===== src/rtl/serv_alu_ser.sv =====
// serv_alu_ser -- word-to-serial adapter around a W-bit serial ALU.
//
// Accepts a pair of 32-bit operand words, feeds them to the ALU W bits
// per cycle (LSB chunk first) over N = 32/W beats, and assembles the
// returned W-bit result chunks into a 32-bit result word.
//
// Parameters:
//   W            ALU datapath width (1, 2, 4, 8, 16 or 32).
// Ports:
//   clk          clock; all state changes on the rising edge
//   i_rst        synchronous active-high reset
//   i_valid      operand word pair offered (sampled in IDLE only)
//   o_ready      block is idle and accepts an operand pair
//   i_rs1/i_op_b 32-bit operand words
//   o_en         serial beat active (ALU i_en)
//   o_cnt0       first beat of the word (ALU i_cnt0)
//   o_rs1/o_op_b W-bit operand chunks to the ALU, zero when o_en=0
//   i_rd         W-bit result chunk from the ALU, same cycle
//   i_cmp        ALU compare flag
//   o_res_valid  assembled result available
//   i_res_ready  consumer takes the result (sampled in DONE only)
//   o_res        assembled 32-bit result
//   o_res_cmp    compare flag captured on the final beat
// Configuration:
//   SERV_ALU_SER_CMP_EN  when defined, o_res_cmp captures i_cmp on beat N-1;
//                        otherwise o_res_cmp is tied to 0 and i_cmp is unused.
module serv_alu_ser #(
  parameter int unsigned W = 4
) (
  input  logic          clk,
  input  logic          i_rst,
  input  logic          i_valid,
  output logic          o_ready,
  input  logic [31:0]   i_rs1,
  input  logic [31:0]   i_op_b,
  output logic          o_en,
  output logic          o_cnt0,
  output logic [W-1:0]  o_rs1,
  output logic [W-1:0]  o_op_b,
  input  logic [W-1:0]  i_rd,
  input  logic          i_cmp,
  output logic          o_res_valid,
  input  logic          i_res_ready,
  output logic [31:0]   o_res,
  output logic          o_res_cmp
);

  localparam int unsigned N  = 32 / W;
  localparam int unsigned CW = (N > 1) ? $clog2(N) : 1;

  typedef enum logic [1:0] {
    IDLE = 2'd0,
    RUN  = 2'd1,
    DONE = 2'd2
  } state_t;

  state_t          state_q, state_d;
  logic [CW-1:0]   cnt_q;
  logic [31:0]     rs1_sr, opb_sr, res_q;
  logic            last_beat;
  logic [W+31:0]   res_cat;

  assign last_beat = (cnt_q == CW'(N - 1));
  // {i_rd, res} shifted right by W leaves {i_rd, res[31:W]} in the low
  // 32 bits; this form stays legal when W = 32.
  assign res_cat   = {i_rd, res_q} >> W;

  always_ff @(posedge clk) begin
    if (i_rst) state_q <= IDLE;
    else       state_q <= state_d;
  end

  always_comb begin
    state_d = state_q;
    unique case (state_q)
      IDLE:    if (i_valid)     state_d = RUN;
      RUN:     if (last_beat)   state_d = DONE;
      DONE:    if (i_res_ready) state_d = IDLE;
      default:                  state_d = IDLE;
    endcase
  end

  always_ff @(posedge clk) begin
    if (i_rst) begin
      cnt_q  <= '0;
      rs1_sr <= '0;
      opb_sr <= '0;
      res_q  <= '0;
    end else begin
      unique case (state_q)
        IDLE: begin
          if (i_valid) begin
            rs1_sr <= i_rs1;
            opb_sr <= i_op_b;
            cnt_q  <= '0;
          end
        end
        RUN: begin
          rs1_sr <= rs1_sr >> W;
          opb_sr <= opb_sr >> W;
          res_q  <= res_cat[31:0];
          cnt_q  <= last_beat ? '0 : cnt_q + CW'(1);
        end
        default: ;
      endcase
    end
  end

`ifdef SERV_ALU_SER_CMP_EN
  logic cmp_q;

  always_ff @(posedge clk) begin
    if (i_rst)                            cmp_q <= 1'b0;
    else if (state_q == RUN && last_beat) cmp_q <= i_cmp;
  end

  assign o_res_cmp = cmp_q;
`else
  logic unused_cmp;
  assign unused_cmp = i_cmp;
  assign o_res_cmp  = 1'b0;
`endif

  assign o_ready     = (state_q == IDLE);
  assign o_en        = (state_q == RUN);
  assign o_res_valid = (state_q == DONE);
  assign o_cnt0      = o_en && (cnt_q == '0);
  assign o_rs1       = o_en ? rs1_sr[W-1:0] : '0;
  assign o_op_b      = o_en ? opb_sr[W-1:0] : '0;
  assign o_res       = res_q;

endmodule

===== config.mk =====
export PLATFORM = sky130hd
export DESIGN_NAME = serv_alu_ser
export DESIGN_NICKNAME = d
export VERILOG_FILES = /design/src/rtl/serv_alu_ser.sv
export SDC_FILE = /design/constraint.sdc
export NUM_CORES = 1
export LEC_CHECK = 0
export ABC_AREA = 1
export CORE_ASPECT_RATIO = 0.6
export CORE_UTILIZATION = 45
export DETAILED_ROUTE_END_ITERATION = 10
export PLACE_DENSITY = 0.77
export REMOVE_ABC_BUFFERS = 1
export SYNTH_ARGS = -nofsm -noshare
export SYNTH_HDL_FRONTEND = slang
export SYNTH_SLANG_ARGS = --single-unit
export TNS_END_PERCENT = 100

===== constraint.sdc =====
create_clock -name clk -period 1.3 [get_ports clk]
set_input_delay 0.26 -clock clk [delete_from_list [all_inputs] [get_ports clk]]
set_output_delay 0.26 -clock clk [all_outputs]
set_load 0.005 [all_outputs]

==> impl_results.html, run 1 <==
<table>
<tr><th>Metric</th><th>Value</th></tr>
<tr><th colspan="2">Run status</th></tr>
<tr><td>Result of the run</td><td>complete, but fails checks</td></tr>
<tr><td>Violations in the final reports</td><td>setup timing</td></tr>
<tr><th colspan="2">Synthesis</th></tr>
<tr><td>Most frequent cell after synthesis</td><td>sky130_fd_sc_hd__nand2_1</td></tr>
<tr><td>Most instantiated cells after synthesis</td><td>241 x sky130_fd_sc_hd__nand2_1, 131 x sky130_fd_sc_hd__nor2_1, 125 x sky130_fd_sc_hd__inv_1</td></tr>
<tr><td>Share of flip-flops with an asynchronous set or reset after synthesis</td><td>0%</td></tr>
<tr><td>Top_reg_cell synth</td><td>sky130_fd_sc_hd__dfxtp_1</td></tr>
<tr><td>Top cells by area in the synthesized netlist</td><td>sky130_fd_sc_hd__dfxtp_1 43%, sky130_fd_sc_hd__nand2_1 19%, sky130_fd_sc_hd__nor2_1 10%</td></tr>
<tr><td>Portion of synthesized cell area occupied by the leading cell type</td><td>42.66%</td></tr>
<tr><td>Number of unique standard cell types used by synthesis</td><td>18</td></tr>
<tr><td>Syn avg cell area</td><td>roughly 6.2 um^2</td></tr>
<tr><td>Synthesized cell area</td><td>0.004740 mm^2</td></tr>
<tr><td>Count of flip-flops with a built-in enable after synthesis</td><td>0</td></tr>
<tr><td>Total of warnings raised by yosys</td><td>0</td></tr>
<tr><td>Library cell with the largest summed area after synthesis</td><td>sky130_fd_sc_hd__dfxtp_1</td></tr>
<tr><td>Proportion of synthesized chip area in sequential cells</td><td>42.66%</td></tr>
<tr><td>Count of mapped cells out of synthesis</td><td>764</td></tr>
<tr><td>Number of storage elements in the synthesis netlist</td><td>a little over 100</td></tr>
<tr><th colspan="2">Placed design</th></tr>
<tr><td>Final RePlAce weighted congestion</td><td>0.8465</td></tr>
<tr><td>Instance count after placement with tap cells included</td><td>1005</td></tr>
<tr><td>Detailed placer's ending HPWL</td><td>7367 um</td></tr>
<tr><td>Count of buffers from port buffering</td><td>roughly 120</td></tr>
<tr><th colspan="2">Power and ir drop</th></tr>
<tr><td>Sequential fraction of design power</td><td>between 30% and 40%</td></tr>
<tr><td>Power share of the combinational group</td><td>25.3%</td></tr>
<tr><td>Clock network fraction of design power</td><td>35.4%</td></tr>
<tr><td>Sw power</td><td>2450 uW</td></tr>
<tr><td>Power Density</td><td>roughly 1200 mW/mm^2</td></tr>
<tr><td>Proportion of total power due to net switching</td><td>27.42%</td></tr>
<tr><td>Worst IR Drop VDD</td><td>around 970 uV</td></tr>
<tr><td>Cell internal pwr</td><td>6483 uW</td></tr>
<tr><td>Tot Pwr</td><td>slightly below 9000 uW</td></tr>
<tr><td>Leakage</td><td>between 0.003 and 0.004 uW</td></tr>
<tr><th colspan="2">CTS</th></tr>
<tr><td>Post-CTS clock slew at the launch and capture registers of the worst setup and hold paths</td><td>0.07 ns</td></tr>
<tr><td>Worst-skew pair later-pin latency</td><td>0.35 ns</td></tr>
<tr><td>Clock tree from TritonCTS</td><td>done</td></tr>
<tr><td>Clk buf depth</td><td>2</td></tr>
<tr><td>CTS sink cnt</td><td>between 100 and 150</td></tr>
<tr><td>Clock buffer count from CTS</td><td>9</td></tr>
<tr><td>CTS root buf</td><td>sky130_fd_sc_hd__clkbuf_16</td></tr>
<tr><td>CTS H-Tree Depth</td><td>3</td></tr>
<tr><td>CTS Hold Bufs</td><td>0</td></tr>
<tr><th colspan="2">Final layout</th></tr>
<tr><td>Antenna fix cells</td><td>0</td></tr>
<tr><td>Net total in the final layout</td><td>985</td></tr>
<tr><td>Filler cells</td><td>729</td></tr>
<tr><td>Non-filler cells, final</td><td>1049</td></tr>
<tr><td>Fraction of layout cells with a size suffix above 1</td><td>25.38%</td></tr>
<tr><td>Area of the multi-input gates</td><td>approximately 0.0025 mm^2</td></tr>
<tr><td>Area overhead of the layout relative to synthesis</td><td>59.69%</td></tr>
<tr><td>Sequential cell area</td><td>0.002052 mm^2</td></tr>
<tr><th colspan="2">Detailed routing</th></tr>
<tr><td>Residual antenna-violating net count after detailed routing</td><td>0</td></tr>
<tr><td>DRT Pass-1 Iters</td><td>5</td></tr>
<tr><td>Final wirelength</td><td>14010 um</td></tr>
<tr><td>Total number of vias</td><td>5052</td></tr>
<tr><td>First-iteration detailed-routing DRC count</td><td>334</td></tr>
<tr><td>Mean routed wirelength per cell</td><td>13.36 um</td></tr>
<tr><td>Average via count per standard cell</td><td>roughly 4.8</td></tr>
<tr><td>Post-detailed-route DRC marker count</td><td>0</td></tr>
<tr><th colspan="2">GRT</th></tr>
<tr><td>Maximum number of pins on one net before global-route repair</td><td>44</td></tr>
<tr><td>Overall fraction of global-route tracks in use</td><td>24.41%</td></tr>
<tr><td>GRT overflow</td><td>0</td></tr>
<tr><td>Vias in the first global route</td><td>4499</td></tr>
<tr><td>First-pass GRT wire length</td><td>20960 um</td></tr>
<tr><td>Antenna violations before repair</td><td>0</td></tr>
<tr><th colspan="2">Worst setup path</th></tr>
<tr><td>Required time of the critical path</td><td>1.04 ns</td></tr>
<tr><td>Register-to-Register Path Depth</td><td>9</td></tr>
<tr><td>Stage delay of the slowest cell on the critical path</td><td>approximately 0.38 ns</td></tr>
<tr><td>Cell with the most instances on the worst path</td><td>sky130_fd_sc_hd__nor2_2</td></tr>
<tr><td>Maximum fanout count along the critical path</td><td>3</td></tr>
<tr><td>Type of destination of the critical path</td><td>output pin</td></tr>
<tr><td>Slowest stage cell, crit path</td><td>sky130_fd_sc_hd__dfxtp_4</td></tr>
<tr><td>Worst setup path class</td><td>reg -&gt; out</td></tr>
<tr><td>Crit-path cells</td><td>inv_1 -&gt; nor2_2 -&gt; nand2_1 -&gt; nor2_2 -&gt; buf_2</td></tr>
<tr><td>Element type at the critical path start</td><td>flip-flop</td></tr>
<tr><td>Arr. time, crit path</td><td>1.25 ns</td></tr>
<tr><th colspan="2">STA</th></tr>
<tr><td>Worst setup margin</td><td>-0.2058 ns</td></tr>
<tr><td>Smallest hold slack</td><td>0.4713 ns</td></tr>
<tr><td>Final count of hold timing violations</td><td>0</td></tr>
<tr><td>Setup TNS</td><td>-10.17 ns</td></tr>
<tr><td>Number of endpoints failing setup at the final stage</td><td>79</td></tr>
<tr><td>Final Skew</td><td>0.009413 ns</td></tr>
<tr><td>RSZ-0062 raised after global routing</td><td>true</td></tr>
<tr><td>Final critical delay including setup and external delays</td><td>1.506 ns</td></tr>
<tr><td>Maximum achievable frequency</td><td>664.1 MHz</td></tr>
<tr><td>Final Max Tran Viols</td><td>0</td></tr>
<tr><td>Portion of the clock cycle consumed by the worst path in the final layout</td><td>115.8%</td></tr>
<tr><th colspan="2">Die</th></tr>
<tr><td>Overall die height</td><td>approximately 81 um</td></tr>
<tr><td>Starting density of the core</td><td>47.14%</td></tr>
<tr><td>Number of placement rows</td><td>28</td></tr>
<tr><td>Area enclosed by the die boundary</td><td>0.01096 mm^2</td></tr>
<tr><td>Horizontal extent of the die</td><td>134.5 um</td></tr>
<tr><td>Number of top-level pins</td><td>between 100 and 150</td></tr>
<tr><td>Area inside the core boundary</td><td>0.01005 mm^2</td></tr>
<tr><th colspan="2">Job</th></tr>
<tr><td>Number of max-cap violations</td><td>0</td></tr>
<tr><th colspan="2">Min path</th></tr>
<tr><td>Worst Hold Path Cells</td><td>2</td></tr>
<tr><td>Hold Crit Class</td><td>reg -&gt; reg</td></tr>
</table>
worst paths after layout:
kind	to	from	slack (ns)
min reg2reg	rs1_sr[31]	rs1_sr[31]	0.47
max reg2reg	opb_sr[28]	state_q[1]	-0.18
min	rs1_sr[31]	rs1_sr[31]	0.47
max	o_cnt0	state_q[0]	-0.21
sequential cells by signal (all words and copies together) (netlist names):
signal,count
cnt_q,3
o_res,32
rs1_sr,32
opb_sr,32
state_q,2
cell usage in the layout, fill, tap and decap left out:
| master | count |
|---|---|
| sky130_fd_sc_hd__o21ai_0 | 20 |
| sky130_fd_sc_hd__clkinv_4 | 1 |
| sky130_fd_sc_hd__clkbuf_16 | 14 |
| sky130_fd_sc_hd__dfxtp_1 | 81 |
| sky130_fd_sc_hd__bufinv_16 | 3 |
| sky130_fd_sc_hd__dlygate4sd2_1 | 32 |
| sky130_fd_sc_hd__nor2_1 | 115 |
| sky130_fd_sc_hd__nand2_2 | 37 |
| sky130_fd_sc_hd__nor2_2 | 12 |
| sky130_fd_sc_hd__conb_1 | 1 |
| sky130_fd_sc_hd__clkbuf_8 | 2 |
| sky130_fd_sc_hd__dfxtp_4 | 2 |
| sky130_fd_sc_hd__inv_2 | 2 |
| sky130_fd_sc_hd__buf_2 | 11 |
| sky130_fd_sc_hd__a21oi_2 | 44 |
| sky130_fd_sc_hd__clkdlybuf4s50_1 | 71 |
| sky130_fd_sc_hd__ha_1 | 2 |
| sky130_fd_sc_hd__nor2_4 | 5 |
| sky130_fd_sc_hd__a21oi_4 | 3 |
| sky130_fd_sc_hd__inv_6 | 1 |
| sky130_fd_sc_hd__clkinvlp_4 | 1 |
| sky130_fd_sc_hd__buf_4 | 18 |
| sky130_fd_sc_hd__o21ai_2 | 1 |
| sky130_fd_sc_hd__nand2_8 | 2 |
| sky130_fd_sc_hd__nand2_1 | 193 |
| sky130_fd_sc_hd__buf_16 | 3 |
| sky130_fd_sc_hd__buf_8 | 10 |
| sky130_fd_sc_hd__o21ai_4 | 1 |
| sky130_fd_sc_hd__inv_1 | 124 |
| sky130_fd_sc_hd__nand3_1 | 10 |
| sky130_fd_sc_hd__buf_12 | 16 |
| sky130_fd_sc_hd__buf_6 | 13 |
| sky130_fd_sc_hd__nand2_4 | 11 |
| sky130_fd_sc_hd__dfxtp_2 | 18 |
| sky130_fd_sc_hd__ha_2 | 1 |
| sky130_fd_sc_hd__o21ai_1 | 11 |
| sky130_fd_sc_hd__a21oi_1 | 22 |
worst max-delay path: cells and delay by family, from the launching register on:
family                 cells  cell delay (ns)
buffers and inverters      2             0.18
flip-flops                 1             0.38
AND/OR/NAND/NOR            3             0.34
metal layers:
| layer | wire, um | vias to the layer above | GRT usage (%) |
|---|---|---|---|
| li1 | - | 2555 | - |
| met4 | 113 | 0 | 5.730 |
| met1 | 6352 | 2324 | 32.26 |
| met3 | 837 | 14 | 4.815 |
| met2 | 6706 | 159 | 41.55 |
| met5 | 0 | - | 0 |
layout make-up:
class                           instances  area share [%]
Multi-Input combinational cell        491           33.05
Tap cell                              135           2.232
Inverter                              127           6.365
Sequential cell                       101           27.11
Timing Repair Buffer                  179           26.50
Clock buffer                           11           3.339
Clock inverter                          5           1.405
repair_timing:
action | 4_1_cts | 5_1_grt
gates resized for setup | 190 | 108
setup endpoints to repair | 83 | 97
cloned | 9 | 4
buffers inserted | 18 | 3
endpoints found under the hold margin | 0 | 0
pin swaps | 28 | 17
power groups by stage:
stage                     registers, uW  logic [uW]  clock network, uW
after global routing               3540        2480               3300
after detailed placement           3570        1670                  0
after global placement             3550        1630                  0
after CTS                          3500        2010               3180
after floorplan                    3580         880                  0
final                              3510        2260               3160
through the flow:
stage                     area [um^2]  utilization [%]  worst slack, ns
after floorplan                  4513                -           -2.389
after global placement           6215            61.81          -0.2211
after detailed placement         6215            61.81          -0.2400
after CTS                        7214            71.75          -0.1907
after global routing             7569            75.27          -0.2393
final                            7569            75.27          -0.2058
cell families after synthesis:
kind of cell / Yosys count / share of synthesized area [%]
buffers and inverters: 173 / 14.84
adders and majority gates: 3 / 0.7921
other: 1 / 0.07912
AOI/OAI and AO/OA: 102 / 10.85
DFF: 101 / 42.66
and+or+nand+nor: 384 / 30.78
Power figures use the tool's default switching activity.
==> run 2, diff against run 1 <==
- SETUP_SLACK_MARGIN: unset -> 0.02
==> impl_results.html, run 2 (synthesis gave the netlist of run 1 again) <==
<table>
<tr><th>Metric</th><th>Value</th></tr>
<tr><th colspan="2">Final layout</th></tr>
<tr><td>Commonest non-fill, non-tap cell in the layout</td><td>sky130_fd_sc_hd__nand2_1</td></tr>
<tr><td>Post-route cell area</td><td>between 0.007 and 0.008 mm^2</td></tr>
<tr><td>Area overhead of the layout relative to synthesis</td><td>60.45%</td></tr>
<tr><td>Fraction of layout cells with a size suffix above 1</td><td>25.05%</td></tr>
<tr><td>Filler cells</td><td>718</td></tr>
<tr><td>Antenna fix cells</td><td>0</td></tr>
<tr><td>Most used cells in the layout excluding fill and tap cells</td><td>196 x sky130_fd_sc_hd__nand2_1, 124 x sky130_fd_sc_hd__inv_1, 115 x sky130_fd_sc_hd__nor2_1, 81 x sky130_fd_sc_hd__dfxtp_1, 71 x sky130_fd_sc_hd__clkdlybuf4s50_1</td></tr>
<tr><td>Net total in the final layout</td><td>approximately 990</td></tr>
<tr><th colspan="2">Job</th></tr>
<tr><td>Number of max-cap violations</td><td>0</td></tr>
<tr><th colspan="2">STA</th></tr>
<tr><td>Smallest hold slack</td><td>0.4727 ns</td></tr>
<tr><td>Number of endpoints failing setup at the final stage</td><td>91</td></tr>
<tr><td>Worst setup margin</td><td>-0.2053 ns</td></tr>
<tr><td>Final count of hold timing violations</td><td>0</td></tr>
<tr><td>RSZ-0062 raised after global routing</td><td>true</td></tr>
<tr><td>Setup TNS</td><td>-10.67 ns</td></tr>
<tr><td>Final Max Tran Viols</td><td>0</td></tr>
<tr><td>Maximum achievable frequency</td><td>664.3 MHz</td></tr>
<tr><td>Final critical delay including setup and external delays</td><td>1.505 ns</td></tr>
<tr><td>Portion of the clock cycle consumed by the worst path in the final layout</td><td>115.8%</td></tr>
<tr><td>Final Skew</td><td>0.008176 ns</td></tr>
<tr><th colspan="2">Power and ir drop</th></tr>
<tr><td>Worst IR Drop VDD</td><td>961.5 uV</td></tr>
<tr><td>Power Density</td><td>1177 mW/mm^2</td></tr>
<tr><td>Leakage</td><td>0.003706 uW</td></tr>
<tr><th colspan="2">Die</th></tr>
<tr><td>Number of placement rows</td><td>28</td></tr>
<tr><td>Overall die height</td><td>between 80 and 90 um</td></tr>
<tr><td>Area inside the core boundary</td><td>0.01005 mm^2</td></tr>
<tr><td>Horizontal extent of the die</td><td>134.5 um</td></tr>
<tr><td>Number of top-level pins</td><td>between 100 and 150</td></tr>
<tr><td>Starting density of the core</td><td>47.14%</td></tr>
<tr><td>Area enclosed by the die boundary</td><td>approximately 0.011 mm^2</td></tr>
<tr><th colspan="2">Detailed routing</th></tr>
<tr><td>Mean routed wirelength per cell</td><td>13.33 um</td></tr>
<tr><td>Residual antenna-violating net count after detailed routing</td><td>0</td></tr>
<tr><td>Average via count per standard cell</td><td>about 4.7</td></tr>
<tr><td>Total number of vias</td><td>4968</td></tr>
<tr><td>Post-detailed-route DRC marker count</td><td>0</td></tr>
<tr><td>First-iteration detailed-routing DRC count</td><td>308</td></tr>
<tr><td>DRT Pass-1 Iters</td><td>5</td></tr>
<tr><td>Final wirelength</td><td>13990 um</td></tr>
<tr><th colspan="2">CTS</th></tr>
<tr><td>CTS H-Tree Depth</td><td>3</td></tr>
<tr><td>Clk buf depth</td><td>2</td></tr>
<tr><td>Post-CTS clock slew at the launch and capture registers of the worst setup and hold paths</td><td>0.07 ns</td></tr>
<tr><td>CTS sink cnt</td><td>~100</td></tr>
<tr><td>Worst-skew pair later-pin latency</td><td>0.35 ns</td></tr>
<tr><td>Clock buffer count from CTS</td><td>9</td></tr>
<tr><td>Clock tree from TritonCTS</td><td>done</td></tr>
<tr><td>CTS root buf</td><td>sky130_fd_sc_hd__clkbuf_16</td></tr>
<tr><td>CTS Hold Bufs</td><td>0</td></tr>
<tr><th colspan="2">Run status</th></tr>
<tr><td>Violations in the final reports</td><td>setup timing</td></tr>
<tr><td>Result of the run</td><td>complete, but fails checks</td></tr>
<tr><th colspan="2">Placed design</th></tr>
<tr><td>Final RePlAce weighted congestion</td><td>0.8465</td></tr>
<tr><td>Setup slack at placement</td><td>-0.2400 ns</td></tr>
<tr><td>Detailed placer's ending HPWL</td><td>7367 um</td></tr>
<tr><td>Count of buffers from port buffering</td><td>115</td></tr>
<tr><td>Total cell area at the placement stage</td><td>~0.0062 mm^2</td></tr>
<tr><th colspan="2">Worst setup path</th></tr>
<tr><td>Worst setup path class</td><td>reg -&gt; out</td></tr>
<tr><td>Arr. time, crit path</td><td>about 1.3 ns</td></tr>
<tr><td>Element type at the critical path start</td><td>flip-flop</td></tr>
<tr><td>Maximum fanout count along the critical path</td><td>7</td></tr>
<tr><td>Type of destination of the critical path</td><td>output pin</td></tr>
<tr><td>Required time of the critical path</td><td>between 1 and 1.5 ns</td></tr>
<tr><th colspan="2">GRT</th></tr>
<tr><td>GRT overflow</td><td>0</td></tr>
<tr><td>First-pass GRT wire length</td><td>21140 um</td></tr>
<tr><td>Overall fraction of global-route tracks in use</td><td>24.73%</td></tr>
<tr><td>Maximum number of pins on one net before global-route repair</td><td>44</td></tr>
<tr><td>Antenna violations before repair</td><td>0</td></tr>
<tr><td>Vias in the first global route</td><td>4527</td></tr>
<tr><th colspan="2">Min path</th></tr>
<tr><td>Hold Crit Class</td><td>reg -&gt; reg</td></tr>
</table>
==> run 2: cell types whose count changed in the layout (fill, tap and decap cells not counted), moves of 2 or more <==
cell | before | now
sky130_fd_sc_hd__buf_4 | 18 | 16
sky130_fd_sc_hd__nand2_1 | 193 | 196
sky130_fd_sc_hd__nand2_2 | 37 | 33
sky130_fd_sc_hd__nand2_4 | 11 | 13
sky130_fd_sc_hd__o21ai_1 | 11 | 9
==> run 2: per-layer routing <==
metal	share of wire [%]	up-vias	global-route usage [%]
met3	5.5	18	4.815
met2	47	139	42.02
met4	1.1	0	5.730
li1	-	2549	-
met1	46	2262	32.80
met5	0	-	0
==> run 2: area by class of cell <==
class	count	area, um^2	area share (%)
multi-input cells	492	2510	33.00
clock buffers	11	252.7	3.323
flip-flops and latches	101	2052	26.98
well taps	135	168.9	2.221
inverters	127	481.7	6.334
repair buffers	178	2033	26.74
clock inverters	5	106.4	1.398
==> run 2: per-stage QoR <==
stage / power [uW] / std cells / util (%)
2_1_floorplan: 4459 / 718 / -
3_3_place_gp: 5183 / 1005 / 61.81
3_5_place_dp: 5240 / 1005 / 61.81
4_1_cts: 8725 / 1048 / 72.34
5_1_grt: 9358 / 1049 / 75.63
6_report: 8951 / 1049 / 75.63
==> run 2: path summary, 6_finish.rpt <==
check             startpoint    endpoint  slack, ns  depth (start not counted)
setup reg to reg  state_q[1]  opb_sr[28]      -0.18                          9
hold / removal    rs1_sr[31]  rs1_sr[31]       0.47                          2
hold reg to reg   rs1_sr[31]  rs1_sr[31]       0.47                          2
setup / recovery  state_q[0]   o_op_b[1]      -0.21                          5
==> run 2: power breakdown <==
group          switching (uW)  total [uW]  internal [uW]
Combinational            1150        2270           1120
Clock                    1180        3170           1990
Sequential                123        3510           3390
Total                    2450        8950           6500
==> run 2: timing repair <==
item / 4_1_cts / 5_1_grt
pin swaps: 30 / 19
buffers inserted: 18 / 2
setup endpoints to repair: 99 / 110
gates cloned: 11 / 5
resized for setup: 197 / 96
hold endpoints to repair: 0 / 0
==> run 2: critical path, cell delays in order (launching register included) <==
cell                      delay, ns
sky130_fd_sc_hd__dfxtp_4       0.38
sky130_fd_sc_hd__buf_12        0.12
sky130_fd_sc_hd__nand2_8       0.06
sky130_fd_sc_hd__buf_12        0.15
sky130_fd_sc_hd__nor2_1        0.08
sky130_fd_sc_hd__buf_2         0.12
==> run 3, diff against run 2 <==
- CTS_CLUSTER_DIAMETER: unset -> 40
==> results of run 3 <==
No change in the layout: final DEF, timing and power equal those of run 2.
